**src/rtl/instr_encoder_pkg.sv**
```systemverilog
// Shared opcode definitions for the instruction encoder and the core's control decoder.
// 3-bit classes pack {op3, rd, rs}; 4-bit classes pack {op4, imm[4:0]}.
package instr_pkg;

   typedef enum logic [3:0] {
      KIND_ADD   = 4'd0,
      KIND_MOV   = 4'd1,
      KIND_XOR   = 4'd2,
      KIND_LOAD  = 4'd3,
      KIND_STORE = 4'd4,
      KIND_LSH   = 4'd5,
      KIND_AND   = 4'd6,
      KIND_BNE   = 4'd7,
      KIND_SET   = 4'd8,
      KIND_HALT  = 4'd9
   } op_kind_t;

   localparam logic [2:0] OP_ADD   = 3'b000;
   localparam logic [2:0] OP_MOV   = 3'b001;
   localparam logic [2:0] OP_XOR   = 3'b010;
   localparam logic [2:0] OP_LOAD  = 3'b011;
   localparam logic [2:0] OP_STORE = 3'b100;
   localparam logic [2:0] OP_LSH   = 3'b101;
   localparam logic [2:0] OP_AND   = 3'b111;

   localparam logic [3:0] OP_BNE   = 4'b1100;
   localparam logic [3:0] OP_SET   = 4'b1101;

   localparam int unsigned IMM_MAX = 31;
   localparam int unsigned WORD_W  = 9;

endpackage

```
**src/rtl/instr_encoder_if.sv**
```systemverilog
// Request channel into the encoder and its instruction-memory write port.
interface instr_encoder_if #(
   parameter int unsigned PC_W = 8
);
   import instr_pkg::*;

   logic              op_valid;
   logic              op_ready;
   logic [3:0]        op_kind;
   logic [2:0]        rd;
   logic [2:0]        rs;
   logic [7:0]        imm;
   logic              im_we;
   logic [PC_W-1:0]   im_addr;
   logic [WORD_W-1:0] im_wdata;

   modport master (
      output op_valid, op_kind, rd, rs, imm,
      input  op_ready, im_we, im_addr, im_wdata
   );

   modport slave (
      input  op_valid, op_kind, rd, rs, imm,
      output op_ready, im_we, im_addr, im_wdata
   );

endinterface

```
**src/rtl/instr_encoder_pack.sv**
```systemverilog
// Combinational packer: symbolic request -> 9-bit machine word plus legality flag.
module instr_pack
   import instr_pkg::*;
(
   input  logic [3:0]        op_kind,
   input  logic [2:0]        rd,
   input  logic [2:0]        rs,
   input  logic [7:0]        imm,
   output logic [WORD_W-1:0] word,
   output logic              legal
);

   logic imm_ok;
   assign imm_ok = (imm <= 8'(IMM_MAX));

   always_comb begin
      word  = '0;
      legal = 1'b1;
      case (op_kind)
         KIND_ADD:   word = {OP_ADD,   rd, rs};
         KIND_MOV:   word = {OP_MOV,   rd, rs};
         KIND_XOR:   word = {OP_XOR,   rd, rs};
         KIND_LOAD:  word = {OP_LOAD,  rd, rs};
         KIND_STORE: word = {OP_STORE, rd, rs};
         KIND_LSH:   word = {OP_LSH,   rd, rs};
         KIND_AND:   word = {OP_AND,   rd, rs};
         KIND_BNE: begin
            word  = {OP_BNE, imm[4:0]};
            legal = imm_ok;
         end
         KIND_SET: begin
            word  = {OP_SET, imm[4:0]};
            legal = imm_ok;
         end
         KIND_HALT:  legal = 1'b1;
         default:    legal = 1'b0;
      endcase
   end

endmodule

```
**src/rtl/instr_encoder.sv**
```systemverilog
// Program loader FSM: accepts encode requests and writes one word per two cycles
// into instruction memory starting at a loadable base address.
module instr_encoder
   import instr_pkg::*;
#(
   parameter int unsigned PC_W      = 8,
   parameter int unsigned MEM_DEPTH = 256
) (
   input  logic             Clk,
   input  logic             Reset,
   input  logic             start,
   input  logic [PC_W-1:0]  base_addr,
   output logic [PC_W:0]    word_count,
   output logic             done,
   output logic             err,
   instr_encoder_if.slave   bus
);

   typedef enum logic [1:0] {S_IDLE, S_RUN, S_WRITE, S_DONE} state_t;

   localparam logic [PC_W:0] DEPTH = (PC_W+1)'(MEM_DEPTH);

   state_t            state;
   logic [PC_W:0]     pc;
   logic              ready_q;
   logic [WORD_W-1:0] word;
   logic              legal;
   logic              accept;
   logic              is_halt;
   logic              full;

   instr_pack u_pack (
      .op_kind (bus.op_kind),
      .rd      (bus.rd),
      .rs      (bus.rs),
      .imm     (bus.imm),
      .word    (word),
      .legal   (legal)
   );

   // start blocks acceptance in the same cycle so it always wins over a request.
   assign bus.op_ready = ready_q & ~start;
   assign accept       = bus.op_valid & bus.op_ready;
   assign is_halt      = (bus.op_kind == 4'(KIND_HALT));
   assign full         = (pc >= DEPTH);

   always_ff @(posedge Clk) begin
      if (Reset) begin
         state        <= S_IDLE;
         pc           <= '0;
         ready_q      <= 1'b0;
         word_count   <= '0;
         done         <= 1'b0;
         err          <= 1'b0;
         bus.im_we    <= 1'b0;
         bus.im_addr  <= '0;
         bus.im_wdata <= '0;
      end else begin
         bus.im_we <= 1'b0;
         if (start) begin
            // A strobe already on the bus this cycle finishes; its pc advance is dropped.
            state      <= S_RUN;
            pc         <= {1'b0, base_addr};
            ready_q    <= ({1'b0, base_addr} < DEPTH);
            word_count <= '0;
            done       <= 1'b0;
            err        <= 1'b0;
         end else begin
            case (state)
               S_RUN: begin
                  if (accept) begin
                     if (is_halt) begin
                        state   <= S_DONE;
                        done    <= 1'b1;
                        ready_q <= 1'b0;
                     end else if (legal) begin
                        state        <= S_WRITE;
                        ready_q      <= 1'b0;
                        bus.im_we    <= 1'b1;
                        bus.im_addr  <= pc[PC_W-1:0];
                        bus.im_wdata <= word;
                     end else begin
                        err <= 1'b1;
                     end
                  end else if (full && bus.op_valid) begin
                     err <= 1'b1;
                  end
               end
               S_WRITE: begin
                  state      <= S_RUN;
                  pc         <= pc + 1'b1;
                  word_count <= word_count + 1'b1;
                  ready_q    <= ((pc + 1'b1) < DEPTH);
               end
               S_IDLE: ready_q <= 1'b0;
               S_DONE: ready_q <= 1'b0;
               default: state <= S_IDLE;
            endcase
         end
      end
   end

endmodule

```
**src/flat_wrapper.sv**
```systemverilog
// flat-port wrapper written by rule: the top's interface ports become plain ports
module instr_encoder_flat import instr_pkg::*;
#(
   parameter int unsigned PC_W      = 8,
   parameter int unsigned MEM_DEPTH = 256
)
  (Clk, Reset, start, base_addr, word_count, done, err, bus_op_valid, bus_op_kind, bus_rd, bus_rs, bus_imm, bus_op_ready, bus_im_we, bus_im_addr, bus_im_wdata);
  instr_encoder_if #(.PC_W(PC_W)) bus_i ();
  input  logic Clk;
  input  logic Reset;
  input  logic start;
  input  logic [PC_W-1:0] base_addr;
  output logic [PC_W:0] word_count;
  output logic done;
  output logic err;
  input wire logic [$bits(bus_i.op_valid)-1:0] bus_op_valid;
  input wire logic [$bits(bus_i.op_kind)-1:0] bus_op_kind;
  input wire logic [$bits(bus_i.rd)-1:0] bus_rd;
  input wire logic [$bits(bus_i.rs)-1:0] bus_rs;
  input wire logic [$bits(bus_i.imm)-1:0] bus_imm;
  output wire logic [$bits(bus_i.op_ready)-1:0] bus_op_ready;
  output wire logic [$bits(bus_i.im_we)-1:0] bus_im_we;
  output wire logic [$bits(bus_i.im_addr)-1:0] bus_im_addr;
  output wire logic [$bits(bus_i.im_wdata)-1:0] bus_im_wdata;
  assign bus_i.op_valid = bus_op_valid;
  assign bus_i.op_kind = bus_op_kind;
  assign bus_i.rd = bus_rd;
  assign bus_i.rs = bus_rs;
  assign bus_i.imm = bus_imm;
  assign bus_op_ready = bus_i.op_ready;
  assign bus_im_we = bus_i.im_we;
  assign bus_im_addr = bus_i.im_addr;
  assign bus_im_wdata = bus_i.im_wdata;
  instr_encoder #(.PC_W(PC_W), .MEM_DEPTH(MEM_DEPTH)) u_core (.Clk(Clk), .Reset(Reset), .start(start), .base_addr(base_addr), .word_count(word_count), .done(done), .err(err), .bus(bus_i));
endmodule
```
**config.mk**
```make
export PLATFORM = sky130hd
export DESIGN_NAME = instr_encoder_flat
export DESIGN_NICKNAME = d
export VERILOG_FILES = /design/src/rtl/instr_encoder_pkg.sv /design/src/rtl/instr_encoder_if.sv /design/src/rtl/instr_encoder_pack.sv /design/src/rtl/instr_encoder.sv /design/src/flat_wrapper.sv
export SDC_FILE = /design/constraint.sdc
export NUM_CORES = 1
export LEC_CHECK = 0
export BUFFER_PORTS_ARGS = -buffer_cell sky130_fd_sc_hd__buf_2
export CAP_MARGIN = 20
export CORE_MARGIN = 2
export CORE_UTILIZATION = 52
export CTS_BUF_LIST = sky130_fd_sc_hd__clkbuf_2 sky130_fd_sc_hd__clkbuf_4 sky130_fd_sc_hd__clkbuf_8
export DETAILED_ROUTE_END_ITERATION = 6
export PLACE_DENSITY = 0.9
export SYNTH_ARGS = -nofsm -noshare
export SYNTH_HDL_FRONTEND = slang
export SYNTH_SLANG_ARGS = --single-unit
export TNS_END_PERCENT = 30
```
**constraint.sdc**
```tcl
create_clock -name Clk -period 2.3 [get_ports Clk]
set_clock_uncertainty 0.05 [all_clocks]
set_input_delay 0.115 -clock Clk [delete_from_list [all_inputs] [get_ports Clk]]
set_output_delay 0.115 -clock Clk [all_outputs]
set_load 0.03 [all_outputs]
```
# Word level (Yosys, flattened, before mapping)
# Cells that the tools add are included.
# totals
out_inout_bits	30
ff_bits	41
inputBits	30
wordCells	77
# op_classes
eq_ne	18
n_bitwise	6
n_reduce_logical	18
magnitude_cmp	3
n_mux	19
add_sub_neg	2
# ops
op	n
one-hot mux 9 bit (9 select lines)	1
adder 9 x 1 -> 9 bit, second input constant	2
equality test 4 x 3 -> 1 bit, second input constant	4
2-to-1 mux 8 bit	2
2-to-1 mux 1 bit	10
>= comparator 9 bit, second input constant	1
< comparator 9 bit, second input constant	1
AND reduction 3 bit	3
equality test 4 x 2 -> 1 bit, second input constant	2
equality test 4 bit, second input constant	2
<= comparator 8 x 5 -> 1 bit, second input constant	1
OR reduction 8 bit	1
2-to-1 mux 2 bit	3
nonzero test 2 bit	3
OR reduction 2 bit	3
AND reduction 5 bit	1
OR reduction 5 bit	1
equality test 2 bit, second input constant	2
equality test 4 x 1 -> 1 bit, second input constant	1
zero test 4 bit	1
!= test 2 bit, second input constant	2
!= test 4 x 2 -> 1 bit, second input constant	1
inverter 1 bit	4
one-hot mux 2 bit (2 select lines)	1
other kinds (12)	13

# Logic depth before layout (Yosys ltp)
# depth
depth_word	8
ltp_mapped	8
mapped_depth_nobuf	7

# By module
# A second synthesis with hierarchy kept.
# hier_totals
cells_unflattened	246
hier_area_um2	2239.6
# by_module_without_submodules
mod	seq_area_each_um2	n_inst	cells_each	area_each_um2
instr_encoder	820.8	1	211	1999.4
instr_pack	0.0	1	35	240.2

# Worst setup path after synthesis
# No wires, ideal clock.
# synth_path
path_kind	register -> register
from	register u_core.ready_q
to	register u_core.bus.im_wdata[2]
path_buffers	2
period_less_slack_ps	1900
slack_ps	400
path_stages_with_launch	8
arrival_ps	1776
required_time_ps	2177
setup_ps	73
path_cell_list	dfxtp_1 -> nor2b_1 -> and3_1 -> o211a_1 -> buf_6 -> buf_6 -> nor2_1 -> nor3_2
# synth_between
elab_chain_cells	3
# synth_lines
item	line_no	source
from (decl)	instr_encoder.sv:25	logic ready_q;
from (signal assigned)	instr_encoder.sv:64	ready_q <= ({1'b0, base_addr} < DEPTH);
from (signal assigned)	instr_encoder.sv:93	ready_q <= ((pc + 1'b1) < DEPTH);
AND 1 bit	instr_encoder.sv:42	assign bus.op_ready = ready_q & ~start;
net bus_op_ready	flat_wrapper.sv:21	output wire logic [$bits(bus_i.op_ready)-1:0] bus_op_ready;
AND 1 bit	instr_encoder.sv:43	assign accept = bus.op_valid & bus.op_ready;
AND reduction 5 bit (no line)	--	
to (signal assigned)	instr_encoder.sv:81	bus.im_wdata <= word;
to (decl)	instr_encoder_if.sv:24	output op_ready, im_we, im_addr, im_wdata
# The timed path passes the listed nets, and every way through them passes these cells.
# A chain may end at the register's enable or synchronous reset.

# Worst setup path after layout
# layout_path
from	register u_core.ready_q
to	register u_core.bus.im_addr[0]
# layout_between
elab_chain_cells	3
# layout_lines
item	line_no	source
AND 1 bit	instr_encoder.sv:42	
AND 1 bit	instr_encoder.sv:43	
AND reduction 5 bit (no line)	--	
to (signal assigned)	instr_encoder.sv:80	bus.im_addr <= pc[PC_W-1:0];
to (decl)	instr_encoder_if.sv:24	
# No other way between the ends.

==> impl_metrics.yaml <==
global_routing:
  antenna_found_initial: 0
  grt_max_degree: 30
  track_usage_pct: 20.7
  grt_pass1_vias: 1580
  overflow: 0
  grt_pass1_wl_mm: 6.74
die:
  die_h_microns: 63.8
  rows: 21
  die-area_sq_um: 4060
  core_sq_um: 3390
  initial_core_util_pct: 54.8
  ios: 60
  die_w_microns: 63.8
timing:
  max_freq_mhz: 556
  rsz0062_at_grt: "false"
  slew_violations: 0
  slew-limit-headroom_pct: 64.9
  hold_viol: 0
  setup_violations: 0
  finalCritPeriodShare_pct: 78.2
  fin_crit_ns: 1.80
  final.setup.tns_ns: 0
  tightest_slew_ns: 0.527
pwr:
  ir_drop_uv: 311
  p_comb_share_pct: 13.4
  leakagePower_nw: 0.997
  p_seq_share_pct: 59.1
  internal_power_w: 0.000919
  netSwitchingFraction_pct: 27.0
  p_sw_w: 0.000341
  p_clk_share_pct: 27.5
  power_density_nw_per_um2: 535
layout:
  nFillCells: 276
  area_growth_pct: 26.9
  diodes: 0
  drive_gt1_share_pct: 26.1
  final_util_pct: 69.5
  multi_input_area_sq_um: 965
  regArea_sq_um: 821
  fin_nets: 324
logic_synthesis:
  avgSynthCellArea_sq_um: 8.52
  synth_nets: 252
  ys_seq_area_share_pct: 44.2
  ys_async_sr_fraction_pct: 0
  synth_edf_count: 0
  synth_cell_types: 37
  postSynthCellCount: 218
  syn-cell-area_sq_um: 1860
  yosys_warnings: 0
  synth_ff_type: "dfxtp_1"
  synth-seq-cells: 41
cts:
  htreeDepth: 2
  cts_buffer_depth: 2
  clk_pin_slew_worst_paths_ns: 0.12
  numCtsBuffers: 5
  clock_latency_ns: 0.35
  cts.sinks: 41
  cts_tree: "done"
  cts_root_buf: "clkbuf_4"
route:
  wl_per_cell_microns: 12.1
  vias_per_cell: 5.34
  drt_iter0_drc: 87
  drcViolationCount: 0
  drtAntennaViolNets: 0
  wl_mm: 4.08
  drt_pass1_iterations: 4
  vias: 1801
job:
  maxCapViolCount: 0
placed_design:
  place_congestion: 0.781
  dp_hpwl_mm: 2.90
  portBuffers: 59
run_status:
  status: "complete, no violations"
critical_path:
  arrival_ns: 2.03
  cp.required_ns: 2.53
  crit_type: "register to register"
  endpoint_kind: "register"
  cp_max_fo: 11
  cp-start-kind: "register"
worst_hold_path:
  min_path_type: "primary input to register"
==> sequential cells by signal (all words and copies together), names as in the netlist <==
signal,count
u_core.word_count,9
u_core.state,2
u_core.ready_q,1
u_core.bus.im_addr,8
u_core.pc,9
u_core.err,1
u_core.bus.im_wdata,9
u_core.done,1
u_core.bus.im_we,1
==> kinds of logic after synthesis <==
| group | after synthesis | share of synthesized area [%] |
|---|---|---|
| AND/OR/NAND/NOR | 94 | 23.9 |
| AO/OA/AOI/OAI | 47 | 17.2 |
| flip-flops | 41 | 44.2 |
| buffers and inverters | 15 | 3.84 |
| XOR/XNOR | 14 | 6.60 |
| adder cells (fa/ha/maj) | 4 | 2.70 |
| multiplexers | 3 | 1.62 |
==> final timing paths <==
kind	cells after the start	to	startpoint	slack, ns
worst max-delay path	6	u_core.bus.im_addr[0]	u_core.ready_q	0.50
worst min-delay path	3	u_core.bus.im_wdata[3]	bus_rd[0]	0.02
worst max register to register	6	u_core.bus.im_addr[0]	u_core.ready_q	0.50
worst min register to register	2	u_core.bus.im_addr[4]	u_core.bus.im_addr[4]	0.41
==> cells in the final DEF, fill, tap and decap left out, types with 2 or more instances in the layout <==
cell type / instances
a31oi_1: 2
dlygate4sd3_1: 11
nand3_1: 3
and3_1: 2
a311oi_1: 3
clkbuf_4: 5
ha_1: 4
or3_1: 6
buf_2: 59
xnor2_1: 5
buf_4: 4
inv_1: 6
nand4_1: 6
nor2_1: 34
mux2i_1: 3
nor3_1: 5
nand2_1: 29
xor2_1: 9
clkinv_2: 2
dfxtp_1: 41
o21ai_0: 6
a21oi_1: 23
a221oi_1: 6
==> power groups by stage <==
stage	Sequential, W	Clock (W)	Combinational (W)
CTS	0.000744	0.000356	0.000165
global placement	0.000759	0	0.000149
finish	0.000744	0.000347	0.000169
global route	0.000747	0.000399	0.000187
floorplan	0.000762	0	0.0000908
detailed placement	0.000760	0	0.000152
==> routing by layer <==
layer	part of all wire [%]	wire length, microns	GRT usage, %
met1	46	1880	25.7
met5	0	0	0
met2	46	1870	33.9
met3	5.8	236	5.99
met4	2.1	87	8.15
==> synth_stat cells, types with 4 or more instances <==
| master | instances | area share, % |
|---|---|---|
| a21oi_1 | 23 | 6.2 |
| a221oi_1 | 6 | 2.8 |
| clkbuf_1 | 6 | 1.2 |
| dfxtp_1 | 41 | 44 |
| ha_1 | 4 | 2.7 |
| inv_1 | 6 | 1.2 |
| nand2_1 | 29 | 5.9 |
| nand4_1 | 6 | 2.0 |
| nor2_1 | 34 | 6.9 |
| nor3_1 | 5 | 1.3 |
| o21ai_0 | 6 | 1.6 |
| or3_1 | 6 | 2.0 |
| xnor2_1 | 5 | 2.4 |
| xor2_1 | 9 | 4.2 |
==> repair_timing <==
item                                   in CTS  in global routing
resized for setup                           0                  0
endpoints found under the hold margin       9                  1
buffers inserted                            0                  0
hold buffers                                9                  2
==> area by class of cell <==
class / instances / area share [%]
Sequential cell: 41 / 34.8
Timing Repair Buffer: 74 / 18.5
Tap cell: 46 / 2.44
Multi-Input combinational cell: 162 / 40.9
Clock inverter: 3 / 0.743
Clock buffer: 5 / 1.59
Inverter: 6 / 0.956
==> worst max-delay path, cell delays in order, from the launching register on <==
cell and delay, ns:
dfxtp_1 0.34, nor2b_1 0.28, and3_1 0.29, o211a_1 0.36, buf_4 0.22, nand2_1 0.06, a21oi_1 0.12
==> per-stage QoR <==
| step | cell area, sq um | total power (W) | cells | hold slack, ns | setup slack [ns] |
|---|---|---|---|---|---|
| 2_1_floorplan | 1860 | 0.000853 | 218 | 0.208 | 0.400 |
| 3_3_place_gp | 2190 | 0.000908 | 318 | 0.295 | 0.207 |
| 3_5_place_dp | 2190 | 0.000912 | 318 | 0.300 | 0.150 |
| 4_1_cts | 2340 | 0.00126 | 335 | 0.00825 | 0.496 |
| 5_1_grt | 2360 | 0.00133 | 337 | 0.0261 | 0.309 |
| 6_report | 2360 | 0.00126 | 337 | 0.0225 | 0.501 |
Power figures use the tool's default switching activity.
